$ cat src/rtl/cdb_arbiter_pkg.sv
// Shared widths, source encoding and entry layout for the CDB arbiter slice.
// Every file in the slice takes its widths from this package, not from local literals.
package cdb_arbiter_pkg;

  localparam int ROB_ID_WIDTH = 4;
  localparam int VAL_WIDTH    = 32;
  localparam int LAB_WIDTH    = ROB_ID_WIDTH + 1;
  localparam int ENTRY_WIDTH  = LAB_WIDTH + VAL_WIDTH;

  typedef enum logic {
    CDB_SRC_ALU = 1'b0,
    CDB_SRC_LSB = 1'b1
  } cdb_src_e;

  typedef logic [LAB_WIDTH-1:0] lab_t;
  typedef logic [VAL_WIDTH-1:0] val_t;

  typedef struct packed {
    lab_t lab;
    val_t val;
  } cdb_entry_t;

  function automatic cdb_entry_t pack_entry(input lab_t lab, input val_t val);
    cdb_entry_t e;
    e.lab = lab;
    e.val = val;
    return e;
  endfunction

endpackage

$ cat src/rtl/cdb_arbiter_if.sv
// Result-producer and CDB broadcast signals of the arbiter.
// The master modport is the environment side and the slave modport is the arbiter side.
interface cdb_arbiter_if;
  import cdb_arbiter_pkg::*;

  logic alu_en;
  lab_t alu_lab;
  val_t alu_val;
  logic lsb_en;
  lab_t lsb_lab;
  val_t lsb_val;

  logic alu_stall;
  logic lsb_stall;
  logic cdb_en;
  lab_t cdb_lab;
  val_t cdb_val;
  logic cdb_src;
  logic overflow;

  modport master (
    output alu_en, alu_lab, alu_val,
    output lsb_en, lsb_lab, lsb_val,
    input  alu_stall, lsb_stall,
    input  cdb_en, cdb_lab, cdb_val, cdb_src,
    input  overflow
  );

  modport slave (
    input  alu_en, alu_lab, alu_val,
    input  lsb_en, lsb_lab, lsb_val,
    output alu_stall, lsb_stall,
    output cdb_en, cdb_lab, cdb_val, cdb_src,
    output overflow
  );

endinterface

$ cat src/rtl/cdb_arbiter_result_fifo.sv
// Per-source result queue: power-of-two depth, wrapping pointers, occupancy count.
// A push at a full queue is accepted only when a pop happens in the same cycle.
module result_fifo #(
  parameter  int DEPTH = 4,
  parameter  int WIDTH = 8,
  localparam int PTR_W = $clog2(DEPTH),
  localparam int CNT_W = $clog2(DEPTH + 1)
) (
  input  logic             clk,
  input  logic             rst,
  input  logic             en,
  input  logic             flush,
  input  logic             push,
  input  logic             pop,
  input  logic [WIDTH-1:0] din,
  output logic [WIDTH-1:0] dout,
  output logic [CNT_W-1:0] count,
  output logic             full
);

  logic [WIDTH-1:0] mem_q [DEPTH];
  logic [WIDTH-1:0] mem_d [DEPTH];
  logic [PTR_W-1:0] head_q, head_d;
  logic [PTR_W-1:0] tail_q, tail_d;
  logic [CNT_W-1:0] count_q, count_d;
  logic             do_push;
  logic             do_pop;

  assign full  = (count_q == CNT_W'(DEPTH));
  assign count = count_q;
  assign dout  = mem_q[head_q];

  always_comb begin
    mem_d   = mem_q;
    head_d  = head_q;
    tail_d  = tail_q;
    count_d = count_q;
    do_pop  = pop && (count_q != '0);
    do_push = push && (!full || do_pop);

    if (en) begin
      if (flush) begin
        head_d  = '0;
        tail_d  = '0;
        count_d = '0;
      end else begin
        if (do_push) begin
          mem_d[tail_q] = din;
          tail_d        = tail_q + PTR_W'(1);
        end
        if (do_pop) begin
          head_d = head_q + PTR_W'(1);
        end
        // Pointers wrap naturally because DEPTH is a power of two.
        case ({do_push, do_pop})
          2'b10:   count_d = count_q + CNT_W'(1);
          2'b01:   count_d = count_q - CNT_W'(1);
          default: count_d = count_q;
        endcase
      end
    end
  end

  always_ff @(posedge clk) begin
    if (rst) begin
      mem_q   <= '{default: '0};
      head_q  <= '0;
      tail_q  <= '0;
      count_q <= '0;
    end else begin
      mem_q   <= mem_d;
      head_q  <= head_d;
      tail_q  <= tail_d;
      count_q <= count_d;
    end
  end

endmodule

$ cat src/rtl/cdb_arbiter.sv
// Common data bus arbiter: merges ALU and LSB results onto one registered broadcast,
// queueing the loser of each round-robin tie in a per-source FIFO.
module cdb_arbiter
  import cdb_arbiter_pkg::*;
#(
  parameter int FIFO_DEPTH  = 4,
  parameter int STALL_LEVEL = FIFO_DEPTH - 1
) (
  input  logic          clk,
  input  logic          rst_in,
  input  logic          rdy_in,
  input  logic          flush,
  cdb_arbiter_if.slave  bus
);

  localparam int CNT_W = $clog2(FIFO_DEPTH + 1);

  cdb_entry_t       alu_head, lsb_head;
  cdb_entry_t       alu_in, lsb_in;
  cdb_entry_t       alu_cand_entry, lsb_cand_entry;
  logic [CNT_W-1:0] alu_count, lsb_count;
  logic             alu_full, lsb_full;

  logic             active;
  logic             alu_queued, lsb_queued;
  logic             alu_cand, lsb_cand;
  logic             grant_valid;
  cdb_src_e         winner;
  logic             grant_alu, grant_lsb;
  logic             alu_push, lsb_push;
  logic             alu_pop, lsb_pop;
  logic             alu_drop, lsb_drop;

  logic             cdb_en_q, cdb_en_d;
  lab_t             cdb_lab_q, cdb_lab_d;
  val_t             cdb_val_q, cdb_val_d;
  cdb_src_e         cdb_src_q, cdb_src_d;
  cdb_src_e         last_q, last_d;
  logic             overflow_q, overflow_d;

  assign alu_in = pack_entry(bus.alu_lab, bus.alu_val);
  assign lsb_in = pack_entry(bus.lsb_lab, bus.lsb_val);

  result_fifo #(
    .DEPTH (FIFO_DEPTH),
    .WIDTH (ENTRY_WIDTH)
  ) u_alu_fifo (
    .clk   (clk),
    .rst   (rst_in),
    .en    (rdy_in),
    .flush (flush),
    .push  (alu_push),
    .pop   (alu_pop),
    .din   (alu_in),
    .dout  (alu_head),
    .count (alu_count),
    .full  (alu_full)
  );

  result_fifo #(
    .DEPTH (FIFO_DEPTH),
    .WIDTH (ENTRY_WIDTH)
  ) u_lsb_fifo (
    .clk   (clk),
    .rst   (rst_in),
    .en    (rdy_in),
    .flush (flush),
    .push  (lsb_push),
    .pop   (lsb_pop),
    .din   (lsb_in),
    .dout  (lsb_head),
    .count (lsb_count),
    .full  (lsb_full)
  );

  // A queued head always outranks the same-cycle pulse so per-source order holds.
  always_comb begin
    active         = rdy_in && !flush;
    alu_queued     = (alu_count != '0);
    lsb_queued     = (lsb_count != '0);
    alu_cand       = alu_queued || bus.alu_en;
    lsb_cand       = lsb_queued || bus.lsb_en;
    alu_cand_entry = alu_queued ? alu_head : alu_in;
    lsb_cand_entry = lsb_queued ? lsb_head : lsb_in;

    grant_valid = active && (alu_cand || lsb_cand);
    if (alu_cand && lsb_cand) begin
      winner = (last_q == CDB_SRC_LSB) ? CDB_SRC_ALU : CDB_SRC_LSB;
    end else begin
      winner = alu_cand ? CDB_SRC_ALU : CDB_SRC_LSB;
    end
    grant_alu = grant_valid && (winner == CDB_SRC_ALU);
    grant_lsb = grant_valid && (winner == CDB_SRC_LSB);

    alu_pop  = grant_alu && alu_queued;
    lsb_pop  = grant_lsb && lsb_queued;
    alu_push = active && bus.alu_en && !(grant_alu && !alu_queued);
    lsb_push = active && bus.lsb_en && !(grant_lsb && !lsb_queued);
    alu_drop = alu_push && alu_full && !alu_pop;
    lsb_drop = lsb_push && lsb_full && !lsb_pop;
  end

  always_comb begin
    cdb_en_d   = cdb_en_q;
    cdb_lab_d  = cdb_lab_q;
    cdb_val_d  = cdb_val_q;
    cdb_src_d  = cdb_src_q;
    last_d     = last_q;
    overflow_d = overflow_q | alu_drop | lsb_drop;

    if (rdy_in) begin
      cdb_en_d = grant_valid;
    end
    if (grant_valid) begin
      last_d    = winner;
      cdb_src_d = winner;
      if (winner == CDB_SRC_ALU) begin
        cdb_lab_d = alu_cand_entry.lab;
        cdb_val_d = alu_cand_entry.val;
      end else begin
        cdb_lab_d = lsb_cand_entry.lab;
        cdb_val_d = lsb_cand_entry.val;
      end
    end
  end

  // Reset to LSB so the ALU wins the first tie.
  always_ff @(posedge clk) begin
    if (rst_in) begin
      cdb_en_q   <= 1'b0;
      cdb_lab_q  <= '0;
      cdb_val_q  <= '0;
      cdb_src_q  <= CDB_SRC_ALU;
      last_q     <= CDB_SRC_LSB;
      overflow_q <= 1'b0;
    end else begin
      cdb_en_q   <= cdb_en_d;
      cdb_lab_q  <= cdb_lab_d;
      cdb_val_q  <= cdb_val_d;
      cdb_src_q  <= cdb_src_d;
      last_q     <= last_d;
      overflow_q <= overflow_d;
    end
  end

  assign bus.cdb_en    = cdb_en_q;
  assign bus.cdb_lab   = cdb_lab_q;
  assign bus.cdb_val   = cdb_val_q;
  assign bus.cdb_src   = cdb_src_q;
  assign bus.overflow  = overflow_q;
  assign bus.alu_stall = (alu_count >= CNT_W'(STALL_LEVEL));
  assign bus.lsb_stall = (lsb_count >= CNT_W'(STALL_LEVEL));

endmodule

$ cat src/flat_wrapper.sv
// flat-port wrapper written by rule: the top's interface ports become plain ports
module cdb_arbiter_flat import cdb_arbiter_pkg::*;
#(
  parameter int FIFO_DEPTH  = 4,
  parameter int STALL_LEVEL = FIFO_DEPTH - 1
)
  (clk, rst_in, rdy_in, flush, bus_alu_en, bus_alu_lab, bus_alu_val, bus_lsb_en, bus_lsb_lab, bus_lsb_val, bus_alu_stall, bus_lsb_stall, bus_cdb_en, bus_cdb_lab, bus_cdb_val, bus_cdb_src, bus_overflow);
  cdb_arbiter_if bus_i ();
  input  logic clk;
  input  logic rst_in;
  input  logic rdy_in;
  input  logic flush;
  input wire logic [$bits(bus_i.alu_en)-1:0] bus_alu_en;
  input wire logic [$bits(bus_i.alu_lab)-1:0] bus_alu_lab;
  input wire logic [$bits(bus_i.alu_val)-1:0] bus_alu_val;
  input wire logic [$bits(bus_i.lsb_en)-1:0] bus_lsb_en;
  input wire logic [$bits(bus_i.lsb_lab)-1:0] bus_lsb_lab;
  input wire logic [$bits(bus_i.lsb_val)-1:0] bus_lsb_val;
  output wire logic [$bits(bus_i.alu_stall)-1:0] bus_alu_stall;
  output wire logic [$bits(bus_i.lsb_stall)-1:0] bus_lsb_stall;
  output wire logic [$bits(bus_i.cdb_en)-1:0] bus_cdb_en;
  output wire logic [$bits(bus_i.cdb_lab)-1:0] bus_cdb_lab;
  output wire logic [$bits(bus_i.cdb_val)-1:0] bus_cdb_val;
  output wire logic [$bits(bus_i.cdb_src)-1:0] bus_cdb_src;
  output wire logic [$bits(bus_i.overflow)-1:0] bus_overflow;
  assign bus_i.alu_en = bus_alu_en;
  assign bus_i.alu_lab = bus_alu_lab;
  assign bus_i.alu_val = bus_alu_val;
  assign bus_i.lsb_en = bus_lsb_en;
  assign bus_i.lsb_lab = bus_lsb_lab;
  assign bus_i.lsb_val = bus_lsb_val;
  assign bus_alu_stall = bus_i.alu_stall;
  assign bus_lsb_stall = bus_i.lsb_stall;
  assign bus_cdb_en = bus_i.cdb_en;
  assign bus_cdb_lab = bus_i.cdb_lab;
  assign bus_cdb_val = bus_i.cdb_val;
  assign bus_cdb_src = bus_i.cdb_src;
  assign bus_overflow = bus_i.overflow;
  cdb_arbiter #(.FIFO_DEPTH(FIFO_DEPTH), .STALL_LEVEL(STALL_LEVEL)) u_core (.clk(clk), .rst_in(rst_in), .rdy_in(rdy_in), .flush(flush), .bus(bus_i));
endmodule
$ cat config.mk
export PLATFORM = sky130hd
export DESIGN_NAME = cdb_arbiter_flat
export DESIGN_NICKNAME = d
export VERILOG_FILES = /design/src/rtl/cdb_arbiter_pkg.sv /design/src/rtl/cdb_arbiter_if.sv /design/src/rtl/cdb_arbiter_result_fifo.sv /design/src/rtl/cdb_arbiter.sv /design/src/flat_wrapper.sv
export SDC_FILE = /design/constraint.sdc
export NUM_CORES = 1
export LEC_CHECK = 0
export ABC_AREA = 1
export ABC_CLOCK_PERIOD_IN_PS = 2280
export BUFFER_PORTS_ARGS = -buffer_cell sky130_fd_sc_hd__buf_2
export CORE_MARGIN = 3
export CORE_UTILIZATION = 49
export DETAILED_ROUTE_END_ITERATION = 8
export PLACE_DENSITY_LB_ADDON = 0.1
export REMOVE_ABC_BUFFERS = 1
export SLEW_MARGIN = 40
export SYNTH_ARGS = -nofsm -noshare
export SYNTH_HDL_FRONTEND = slang
export SYNTH_SLANG_ARGS = --single-unit
$ cat constraint.sdc
create_clock -name clk -period 2.28 [get_ports clk]
set_input_delay 0.228 -clock clk [delete_from_list [all_inputs] [get_ports clk]]
set_output_delay 0.228 -clock clk [all_outputs]
set_load 0.05 [all_outputs]
==> metrics.cfg, run 1 <==
[outcome]
status = finished, final reports clean

[grt]
grt_busiest_layer = met2
grt_pass1_vias = 13400
grtUsageMet3_pct = 3.99
antenna_found_initial = 2
grt_pass1_wl_mm = 72.9
grt_start_max_net_pins = 108
globalRouteMet1Util_pct = 37.6
globalRouteTotalUtil_pct = 26.6
gr-usage-met2_pct = 42.6
grt_overflow = 0

[drt]
routedWlPerCell_um = 18.8
first_pass_iters = 7
via_count = 15000
drt_drc_violations_left = 0
viasPerCell = 5.76
drt_iter0_markers = 1617
ant_nets = 0
wl_mm = 48.9

[synth]
synth-async-reset-ratio_pct = 0
avgSynthCellArea_um2 = 7.22
ys_seq_area_share_pct = 45.8
synth_top_area_share_pct = 45.8
synth-edff-count = 0
synth_area_leaders = dfxtp_1 (46%), o21ai_0 (11%), nor2_1 (9.3%)
synth_cells = 2125
ys_types = 33
yosysTopAreaCell = dfxtp_1
yosys_warnings = 0
synth-seq-cells = 351
syn_area_mm2 = 0.0153
synth_top_flop_cell = dfxtp_1

[timing]
tightest_slew_ns = 0.728
hold_viol = 0
fmax_mhz = 449
skew_ns = 0.0107
post-route-min-period_ns = 2.23
grt_setup_unrepaired = yes
finalSetupViolCount = 0
setup_slack_ns = 0.0530
post-route-period-util_pct = 97.7
slew_viol_final = 0
relSlewSlack_pct = 51.5

[cells_and_area]
area_growth_pct = 15.1
nets = 2265
layout-drive-gt1-share_pct = 12.1

[worst_setup_path]
cp.arrival_ns = 2.63
worstPathMaxFanout = 37
max_stage_delay_ns = 0.34
reg2reg_from = u_core.u_lsb_fifo.count[0]
timing.critical_path.from = u_core.u_lsb_fifo.count[0]
crit_top_cell = nand3_1
path_cells = nor2_2 > nand3_1 > nand2_1 > buf_4 > nand3_1 > nand3_1 > nand2_2 > nor2_4 > buf_12 > clkbuf_16 > a21oi_1
cpMaxStageDelayCell = dfxtp_2
endpoint_kind = flop
cp.required_ns = 2.68
critical_path_class = reg2reg
start_kind = flop

[clocking]
clk_path_buf_depth = 3
clk_latency_ns = 0.52
cts_buffers = 39
cts_max_level = 2
cts_tree = yes
cts.sinks = 351
clk_pin_slew_ns = 0.06
cts-root-buf = clkbuf_16

[pwr]
ir_drop_mv = 0.503
seqPwrFrac_pct = 46.4
swShare_pct = 25.5
p_clk_share_pct = 44.1
fin_total_pwr_mw = 13.6
power.internal_mw = 10.2
leakagePower_nw = 7.31
combPwrFrac_pct = 9.5
power_switching_mw = 3.47
p_per_area_mw_per_mm2 = 771

[die]
core_mm2 = 0.0307
die_x_um = 183
start_util_pct = 49.9
die_y_um = 183
die-area_mm2 = 0.0335
rows = 64
ios = 122

[placement]
pre_cts_ws_ns = 0.0886
io_buffer_count = 121
gp_congestion = 0.795
dp.final_hpwl_mm = 25.8

[worst_hold_path]
hold_path.class = in2reg
min_from = bus_lsb_val[28]

[job]
drv_cap = 0

## area by class of cell
cell class,instances,area (um^2)
Multi-Input combinational cell,1525,7200
Antenna cell,2,5.00
Fill cell,2938,13100
Clock inverter,7,37.5
Timing Repair Buffer,177,1400
Tap cell,396,495
Clock buffer,59,1170
Sequential cell,351,7030
Inverter,81,319
## what timing repair did
item | in CTS | in global routing
hold endpoints to repair | 12 | 0
endpoints found under the setup margin | 0 | 208
gates resized for setup | 0 | 13
hold buffers | 9 | 0
buffers inserted | 0 | 4
## sequential cells by signal (all words and copies together), names as in the netlist
signal and count:
u_core.u_alu_fifo.head_q 2, u_core.u_alu_fifo.mem_q 148, u_core.u_lsb_fifo.tail_q 2, u_core.u_lsb_fifo.mem_q 148, u_core.u_lsb_fifo.head_q 2, u_core.bus.cdb_en 1, u_core.bus.cdb_src 1, u_core.u_lsb_fifo.count 3
u_core.bus.cdb_lab 5, u_core.bus.cdb_val 32, u_core.u_alu_fifo.count 3, u_core.last_q 1, u_core.u_alu_fifo.tail_q 2, u_core.bus.overflow 1
## power groups by stage
stage	clock [mW]	combinational [mW]	sequential, mW
final	6.01	1.29	6.32
after global routing	6.35	1.39	6.33
after CTS	6.12	1.26	6.32
after detailed placement	0	1.24	6.45
after global placement	0	1.24	6.45
after floorplan	0	0.552	6.63
## synth_stat cells, types with 6 or more instances
| cell type | n |
|---|---|
| ha_1 | 8 |
| nor2_1 | 381 |
| dfxtp_1 | 351 |
| buf_1 | 9 |
| o22ai_1 | 38 |
| clkbuf_1 | 93 |
| o21ai_1 | 64 |
| buf_4 | 21 |
| nand3_1 | 121 |
| nor2_4 | 6 |
| buf_6 | 16 |
| inv_2 | 8 |
| o21ai_0 | 348 |
| nand2_1 | 332 |
| nand4_1 | 6 |
| a41oi_1 | 37 |
| inv_1 | 71 |
| buf_2 | 29 |
| a21oi_1 | 163 |
## metrics by stage
step                      hold WS [ns]  TNS (ns)  cell area (um^2)  utilization [%]  instances
after floorplan                  0.297   -605.01             14500                -       1957
after global placement           0.463         0             16100             52.5       2513
after detailed placement         0.455         0             16100             52.5       2513
after CTS                     0.000294         0             17400             56.7       2588
after global routing            0.0188    -10.49             17700             57.4       2598
final                          0.00974         0             17700             57.4       2598
## placed cells by master, fill, tap and decap left out, drive strengths merged
cell type and count:
inv 81, buf 164, a211oi 1, nand2 335
a21oi 163, a41oi 37, diode 2, dlygate4sd3 9
clkinv 6, ha 8, xor2 3, o211ai 3
nor2 390, o22ai 38, fa 2, clkinvlp 1
dfxtp 351, clkbuf 63, xnor2 1, o21ai 412
a21boi 1, nand4 6, nand3 124, a31oi 1
## logic make-up (layout without fill, tap and decap cells)
| kind of cell | count (synthesis) | count (layout) | synth area share (%) |
|---|---|---|---|
| other cells | 0 | 2 | 0 |
| fa+ha+maj | 10 | 10 | 0.913 |
| compound gates | 656 | 656 | 22.7 |
| buf+inv | 249 | 324 | 7.65 |
| simple gates | 855 | 855 | 22.7 |
| flops | 351 | 351 | 45.8 |
| xor+xnor | 4 | 4 | 0.228 |
## critical path: cells and delay by family, from the launching register on
family	cells	cell delay, ns
flip-flops	1	0.34
buffers and inverters	3	0.50
AND/OR/NAND/NOR	7	1.14
AO/OA/AOI/OAI	1	0.10
## worst paths after layout
path,to,slack (ns),depth (start not counted)
setup / recovery,u_core.u_alu_fifo.mem_q[9],0.05,11
hold reg to reg,u_core.bus.cdb_src,0.46,2
hold / removal,u_core.u_lsb_fifo.mem_q[28],0.01,3
setup reg to reg,u_core.u_alu_fifo.mem_q[9],0.05,11
## routing by layer
layer / part of all wire (%) / routed length [um]
met5: 0 / 0
met4: 2.1 / 1040
met3: 7.4 / 3600
met2: 46 / 22300
met1: 45 / 22000
No activity file was read; power rests on OpenSTA's default activity.
==> run 2: changes to the inputs <==
- RECOVER_POWER: default -> 100
- SYNTH_HIERARCHICAL: default -> 1
==> run 2 against run 1 <==
Flip-flop and latch count unchanged. Die area rose by 8.4%. Fmax shrank 1.5%. Routed wire length up 12%. Synthesized cell count increased by 13%. Sequential share of layout area shrank 5.2 points. Clock skew is 0.0015 ns lower. Worst hold slack worse by 0.0015 ns. Sequential power shrank 2%. Critical endpoint is now u_core/u_alu_fifo/mem_q[135]. Largest cell class unchanged. Clock-buffer cell count up 6. First-iteration DRC count decreased by 9.6%. Combinational power up 19%.
==> metrics.cfg, run 2 <==
[clocking]
cts.sinks = 351  ; unchanged
cts_tree = yes  ; unchanged
clk_path_buf_depth = 3  ; unchanged
clk_pin_slew_ns = 0.06  ; about the same
cts_max_level = 2  ; unchanged
cts_buffers = 39  ; unchanged
cts-root-buf = clkbuf_16  ; unchanged
clk_latency_ns = 0.52  ; about the same

[synth]
synth_top_area_share_pct = 42.1  ; was 45.8%
synth-async-reset-ratio_pct = 0  ; unchanged
avgSynthCellArea_um2 = 6.96  ; was 7.22 um^2
yosys_warnings = 6  ; was 0
synth-edff-count = 0  ; unchanged
syn_area_mm2 = 0.0167  ; was 0.0153 mm^2
ys_types = 32  ; was 33
synth_top_flop_cell = dfxtp_1  ; unchanged
yosysMostFrequentCell = nand2_1  ; was nor2_1
yosysTopAreaCell = dfxtp_1  ; unchanged
ys_seq_area_share_pct = 42.1  ; was 45.8%
synth-seq-cells = 351  ; unchanged
synth_area_leaders = dfxtp_1 (42%), nand2_1 (20%), a21oi_1 (9.8%)  ; was dfxtp_1 (46%), o21ai_0 (11%), nor2_1 (9.3%)
synth_cells = 2396  ; was 2125
synth_common_cells = nand2_1 (891), dfxtp_1 (351), a21oi_1 (328), nor2_1 (175), o21ai_0 (131)  ; was nor2_1 (381), dfxtp_1 (351), o21ai_0 (348), nand2_1 (332), a21oi_1 (163)

[worst_setup_path]
max_stage_delay_ns = 0.33  ; was 0.34 ns
endpoint_kind = flop  ; unchanged
critical_path_class = reg2reg  ; unchanged
path_delay_family = simple AND/OR/NAND/NOR gates  ; unchanged
path_cells = nor2_4 > nand3_4 > nand2_4 > nand2_8 > nor2_4 > nand2_2 > inv_2 > inv_1 > nand3_2 > nand2_4 > inv_4 > nand3_4 > buf_6 > nor2_8 > clkbuf_16 > nand2_1 > a21oi_2  ; was nor2_2 > nand3_1 > nand2_1 > buf_4 > nand3_1 > nand3_1 > nand2_2 > nor2_4 > buf_12 > clkbuf_16 > a21oi_1
cp.required_ns = 2.73  ; was 2.68 ns
start_kind = flop  ; unchanged
cp.buffers_inverters = 5  ; was 3
cpMaxStageDelayCell = dfxtp_2  ; unchanged
worstPathMaxFanout = 6  ; was 37
cp.arrival_ns = 2.71  ; was 2.63 ns

[placement]
io_buffer_count = 121  ; unchanged
placedCellCount = 2878  ; was 2513
dp.final_hpwl_mm = 31.9  ; was 25.8 mm
placedInstanceArea_mm2 = 0.0179  ; was 0.0161 mm^2
pre_cts_ws_ns = 0.0333  ; was 0.0886 ns
gp_congestion = 0.865  ; was 0.795

[timing]
post-route-min-period_ns = 2.26  ; was 2.23 ns
post-route-period-util_pct = 99.2  ; was 97.7%
skew_ns = 0.00924  ; was 0.0107 ns
whs_ns = 0.00822  ; was 0.00974 ns
fmax_mhz = 442  ; was 449 MHz
slew_viol_final = 0  ; unchanged
tightest_slew_ns = 0.709  ; was 0.728 ns
finalSetupViolCount = 0  ; unchanged
setup_slack_ns = 0.0184  ; was 0.0530 ns
hold_viol = 0  ; unchanged
tns_ns = 0  ; unchanged
relSlewSlack_pct = 53.0  ; was 51.5%
grt_setup_unrepaired = yes  ; unchanged

[drt]
ant_nets = 0  ; unchanged
drt_iter0_markers = 1462  ; was 1617
viasPerCell = 5.50  ; was 5.76
drt_drc_violations_left = 0  ; unchanged
routedWlPerCell_um = 18.0  ; was 18.8 um
via_count = 16700  ; was 15.0k
first_pass_iters = 6  ; was 7
wl_mm = 54.6  ; was 48.9 mm

[die]
die-area_mm2 = 0.0363  ; was 0.0335 mm^2
ios = 122  ; unchanged
die_x_um = 191  ; was 183 um
start_util_pct = 50.5  ; was 49.9%
rows = 66  ; was 64
core_mm2 = 0.0330  ; was 0.0307 mm^2
die_y_um = 191  ; was 183 um

[grt]
grt_overflow = 0  ; unchanged
globalRouteTotalUtil_pct = 28.0  ; was 26.6%
globalRouteMet1Util_pct = 37.9  ; was 37.6%
grt_start_max_net_pins = 92  ; was 108
grtUsageMet3_pct = 2.57  ; was 3.99%
antenna_found_initial = 1  ; was 2
grt_pass1_vias = 15500  ; was 13.4k
gr-usage-met2_pct = 47.9  ; was 42.6%
grt_pass1_wl_mm = 82.8  ; was 72.9 mm
grt_busiest_layer = met2  ; unchanged

[cells_and_area]
final_area_mm2 = 0.0203  ; was 0.0177 mm^2
layout-drive-gt1-share_pct = 15.5  ; was 12.1%
most-common-layout-cells = nand2_1 (883), dfxtp_1 (346), a21oi_1 (308)  ; was nor2_1 (376), o21ai_0 (348), dfxtp_1 (346)
area_growth_pct = 21.9  ; was 15.1%
final_cells = 3029  ; was 2598
utilization_pct = 61.6  ; was 57.4%
mostFrequentLayoutCell = nand2_1  ; was nor2_1
nets = 2650  ; was 2265

[pwr]
fin_total_pwr_mw = 13.9  ; was 13.6 mW
ir_drop_mv = 0.553  ; was 0.503 mV
leakagePower_nw = 7.79  ; was 7.31 nW
p_per_area_mw_per_mm2 = 681  ; was 771 mW/mm^2

[job]
drv_cap = 0  ; unchanged

[outcome]
status = finished, final reports clean  ; unchanged

[worst_hold_path]
hold_path.class = in2reg  ; unchanged

[run 2: cell count changes after synthesis, sizes merged, moves of 6 or more]
cell,delta
a41oi,-37
nand3,-108
clkbuf,-6
a21oi,+224
inv,+8
o22ai,+36
o21ai,-221
nor2,-203
nand2,+577
[run 2: what timing repair did]
action,4_1_cts,5_1_grt
hold buffers,56,0
resized for setup,0,72
hold endpoints to repair,164,0
setup buffers,0,15
setup endpoints to repair,0,300
[run 2: path summary, 6_finish.rpt]
kind / from / end / slack [ns] / depth (start not counted)
setup / recovery: u_core/u_lsb_fifo/count[2] / u_core/u_alu_fifo/mem_q[135] / 0.02 / 17
hold / removal: bus_alu_val[2] / u_core/u_alu_fifo/mem_q[76] / 0.008 / 3
setup reg to reg: u_core/u_lsb_fifo/count[2] / u_core/u_alu_fifo/mem_q[135] / 0.02 / 17
hold reg to reg: u_core/u_lsb_fifo/mem_q[101] / u_core/u_lsb_fifo/mem_q[101] / 0.46 / 2
[run 2: routing by layer]
| metal | part of all wire, % | routed length, um |
|---|---|---|
| met1 | 43 | 23300 |
| met2 | 48 | 26400 |
| met3 | 6.5 | 3530 |
| met4 | 2.6 | 1390 |
| met5 | 0 | 0 |
[run 2: power breakdown]
part           total, mW  switching [mW]  internal [mW]
Sequential          6.22          0.0348           6.19
Clock               6.12            2.48           3.64
Combinational       1.53            1.05          0.478
Total               13.9            3.56           10.3
[run 2: cells by family after synthesis]
family | after synthesis | share of synthesized area (%)
compound gates | 654 | 21.6
fa+ha+maj | 10 | 0.840
buf+inv | 257 | 8.43
flops | 351 | 42.1
simple gates | 1124 | 27.1
[run 2: layout make-up]
type / instances / area (um^2)
inverter: 90 / 345
tap: 442 / 553
antenna: 1 / 2.50
fill: 3088 / 12700
timing repair buffer: 290 / 2720
sequential: 351 / 7030
multi-input combinational: 1788 / 8470
clock inverter: 2 / 38.8
clock buffer: 65 / 1190
[run 2: worst min-delay path: cells and delay by family]
kind	cells	cell delay, ns
and+or+nand+nor	1	0.07
buffers and inverters	1	0.13
AOI/OAI and AO/OA	1	0.05
==> run 3: changes to the inputs <==
- ABC_AREA: 1 -> default
- SLEW_MARGIN: 40 -> default
==> run 3 against run 2 <==
Core utilization up 1.4 points. Non-clock buffer count up 18. Sequential power about the same. Combinational power down 49%. Routed wire length down 8.6%. Fmax up 1.6%. Flip-flop and latch count unchanged. Die area down 6.2%. Highest routed layer is now met5.
==> metrics.cfg, run 3 <==
[synth]
synth_area_leaders = dfxtp_1 (45%), nand2_1 (16%), a21oi_1 (11%)  ; was dfxtp_1 (42%), nand2_1 (20%), a21oi_1 (9.8%)
yosys_warnings = 6  ; unchanged
synth_top_area_share_pct = 45.0  ; was 42.1%
ys_seq_area_share_pct = 45.0  ; was 42.1%
synth-seq-cells = 351  ; unchanged
synth_cells = 1811  ; was 2396
yosysMostFrequentCell = nand2_1  ; unchanged
synth_common_cells = nand2_1 (675), dfxtp_1 (351), a21oi_1 (345), mux4_2 (74), clkbuf_1 (57)  ; was nand2_1 (891), dfxtp_1 (351), a21oi_1 (328), nor2_1 (175), o21ai_0 (131)
avgSynthCellArea_um2 = 8.62  ; was 6.96 um^2
synth-edff-count = 0  ; unchanged
ys_types = 55  ; was 32
syn_area_mm2 = 0.0156  ; was 0.0167 mm^2
synth-async-reset-ratio_pct = 0  ; unchanged
synth_top_flop_cell = dfxtp_1  ; unchanged
yosysTopAreaCell = dfxtp_1  ; unchanged

[placement]
placedInstanceArea_mm2 = 0.0170  ; was 0.0179 mm^2
io_buffer_count = 121  ; unchanged
gp_congestion = 0.781  ; was 0.865
dp.final_hpwl_mm = 29.1  ; was 31.9 mm

[drt]
first_pass_iters = 7  ; was 6
via_count = 14200  ; was 16.7k
viasPerCell = 5.80  ; was 5.50
wl_mm = 49.9  ; was 54.6 mm
ant_nets = 0  ; unchanged
drt_iter0_markers = 1380  ; was 1462
routedWlPerCell_um = 20.4  ; was 18.0 um
drt_drc_violations_left = 0  ; unchanged

[worst_setup_path]
reg2reg_depth = 10  ; was 17
cp.required_ns = 2.71  ; was 2.73 ns
start_kind = flop  ; unchanged
critical_path_class = reg2reg  ; unchanged
worstPathMaxFanout = 5  ; was 6
rrSetupSlack_ns = 0.05  ; was 0.02 ns
endpoint_kind = flop  ; unchanged
reg2reg_from = u_core/u_alu_fifo/count[1]  ; was u_core/u_lsb_fifo/count[2]
r2r_end = u_core/u_lsb_fifo/count[2]  ; was u_core/u_alu_fifo/mem_q[135]
cp.arrival_ns = 2.66  ; was 2.71 ns

[grt]
antenna_found_initial = 4  ; was 1
grt_pass1_vias = 13600  ; was 15.5k
grt_overflow = 0  ; unchanged
grt_start_max_net_pins = 117  ; was 92
grt_pass1_wl_mm = 75.3  ; was 82.8 mm
globalRouteTotalUtil_pct = 27.9  ; was 28.0%

[die]
ios = 122  ; unchanged
die_y_um = 185  ; was 191 um
die-area_mm2 = 0.0341  ; was 0.0363 mm^2
start_util_pct = 50.4  ; was 50.5%
core_mm2 = 0.0310  ; was 0.0330 mm^2
rows = 64  ; was 66
die_x_um = 185  ; was 191 um

[job]
drv_cap = 0  ; unchanged

[timing]
slew_viol_final = 0  ; unchanged
post-route-period-util_pct = 97.6  ; was 99.2%
grt_setup_unrepaired = yes  ; unchanged
tightest_slew_ns = 0.739  ; was 0.709 ns
fmax_mhz = 449  ; was 442 MHz
whs_ns = 0.0148  ; was 0.00822 ns
skew_ns = 0.0222  ; was 0.00924 ns
finalSetupViolCount = 0  ; unchanged
post-route-min-period_ns = 2.23  ; was 2.26 ns
hold_viol = 0  ; unchanged
relSlewSlack_pct = 50.7  ; was 53.0%

[clocking]
cts_max_level = 2  ; unchanged
cts.sinks = 351  ; unchanged
cts-root-buf = clkbuf_16  ; unchanged
clk_pin_slew_ns = 0.06  ; about the same
clk_path_buf_depth = 3  ; unchanged
cts_buffers = 39  ; unchanged
clk_latency_ns = 0.54  ; was 0.52 ns
cts_tree = yes  ; unchanged

[cells_and_area]
utilization_pct = 63.0  ; was 61.6%
nets = 2106  ; was 2650
area_growth_pct = 25.1  ; was 21.9%
most-common-layout-cells = nand2_1 (673), dfxtp_1 (344), a21oi_1 (342)  ; was nand2_1 (883), dfxtp_1 (346), a21oi_1 (308)
mostFrequentLayoutCell = nand2_1  ; unchanged
nFillCells = 2643  ; was 3088
final_area_mm2 = 0.0195  ; was 0.0203 mm^2
layout-drive-gt1-share_pct = 19.3  ; was 15.5%

[worst_hold_path]
hold_depth = 3  ; unchanged
hold_path.class = in2reg  ; unchanged
holdPathEnd = u_core/u_alu_fifo/mem_q[26]  ; was u_core/u_alu_fifo/mem_q[76]
min_from = bus_alu_val[26]  ; was bus_alu_val[2]

[pwr]
ir_drop_mv = 0.487  ; was 0.553 mV
leakagePower_nw = 6.72  ; was 7.79 nW
p_clk_share_pct = 49.5  ; was 44.1%
swShare_pct = 22.7  ; was 25.7%
seqPwrFrac_pct = 44.8  ; was 44.9%
power_switching_mw = 3.13  ; was 3.56 mW
fin_total_pwr_mw = 13.8  ; was 13.9 mW
power.internal_mw = 10.7  ; was 10.3 mW
combPwrFrac_pct = 5.6  ; was 11.0%
p_per_area_mw_per_mm2 = 708  ; was 681 mW/mm^2

[outcome]
status = finished, final reports clean  ; unchanged

## run 3: final cells by class
class	count	area (um^2)	area share [%]
tap	396	495	2.54
clock buffer	51	1110	5.70
sequential	351	7040	36.1
inverter	13	48.8	0.250
timing repair buffer	308	2680	13.7
multi-input combinational	1303	7840	40.1
clock inverter	21	304	1.56
antenna	2	5.00	0.0256
## run 3: worst max-delay path, stage by stage, from the launching register on
cell and delay, ns:
dfxtp_2 0.33, o41ai_2 0.34, buf_4 0.18, nor3b_4 0.21, buf_6 0.14, buf_6 0.12, o31ai_4 0.07, nor2_2 0.14
fa_2 0.21, and3b_1 0.18, o31ai_2 0.23
## run 3: repair_timing
action                                 4_1_cts  5_1_grt
setup buffers                                4       14
resized for setup                           11       35
cloned                                       2        6
pin swaps                                    5       29
hold buffers                                72        0
setup endpoints to repair                  274      305
endpoints found under the hold margin      274        0
## run 3: worst max-delay path by stage
stage,start,to,cells after the start,slack (ns)
after global placement,u_core/u_lsb_fifo/count[1],u_core/u_alu_fifo/count[2],9,-0.09
final,u_core/u_alu_fifo/count[1],u_core/u_lsb_fifo/count[2],10,0.05
after floorplan,u_core/u_alu_fifo/count[0],u_core/u_alu_fifo/mem_q[0],6,-2.09
after detailed placement,bus_lsb_en,u_core/u_alu_fifo/mem_q[74],9,-0.17
after CTS,u_core/u_alu_fifo/count[0],u_core/u_alu_fifo/count[2],7,-0.02
after global routing,u_core/u_alu_fifo/count[1],u_core/u_lsb_fifo/count[2],10,-0.07
## run 3: power by group through the flow
stage / logic (mW) / registers, mW / clock network (mW)
after floorplan: 0.148 / 6.45 / 0
after global placement: 0.664 / 6.33 / 0
after detailed placement: 0.671 / 6.33 / 0
after CTS: 0.776 / 6.20 / 6.94
after global routing: 0.835 / 6.20 / 7.20
final: 0.779 / 6.20 / 6.85
## run 3: metal layers
metal / GRT usage [%] / part of all wire [%] / vias to the layer above
li1: - / - / 6660
met1: 38.7 / 42 / 6872
met2: 45.5 / 47 / 562
met3: 5.17 / 8.7 / 81
met4: 6.47 / 2.0 / 6
met5: 0 / 0.082 / -
## run 3: through the flow
stage	worst slack [ns]	instances	TNS, ns
6_report	0.0548	2445	0
3_3_place_gp	-0.0939	2273	-9.15
3_5_place_dp	-0.169	2273	-19.92
2_1_floorplan	-2.09	1662	-505.05
4_1_cts	-0.0159	2423	-0.0171
5_1_grt	-0.0694	2444	-1.78
## run 3: kinds of logic after synthesis
kind of cell    count (synthesis)  share of synthesized area [%]
fa+ha+maj                      10                          0.897
simple gates                  753                           19.9
buf+inv                       162                           6.10
flops                         351                           45.0
xor+xnor                        3                          0.168
compound gates                457                           17.2
mux                            75                           10.7
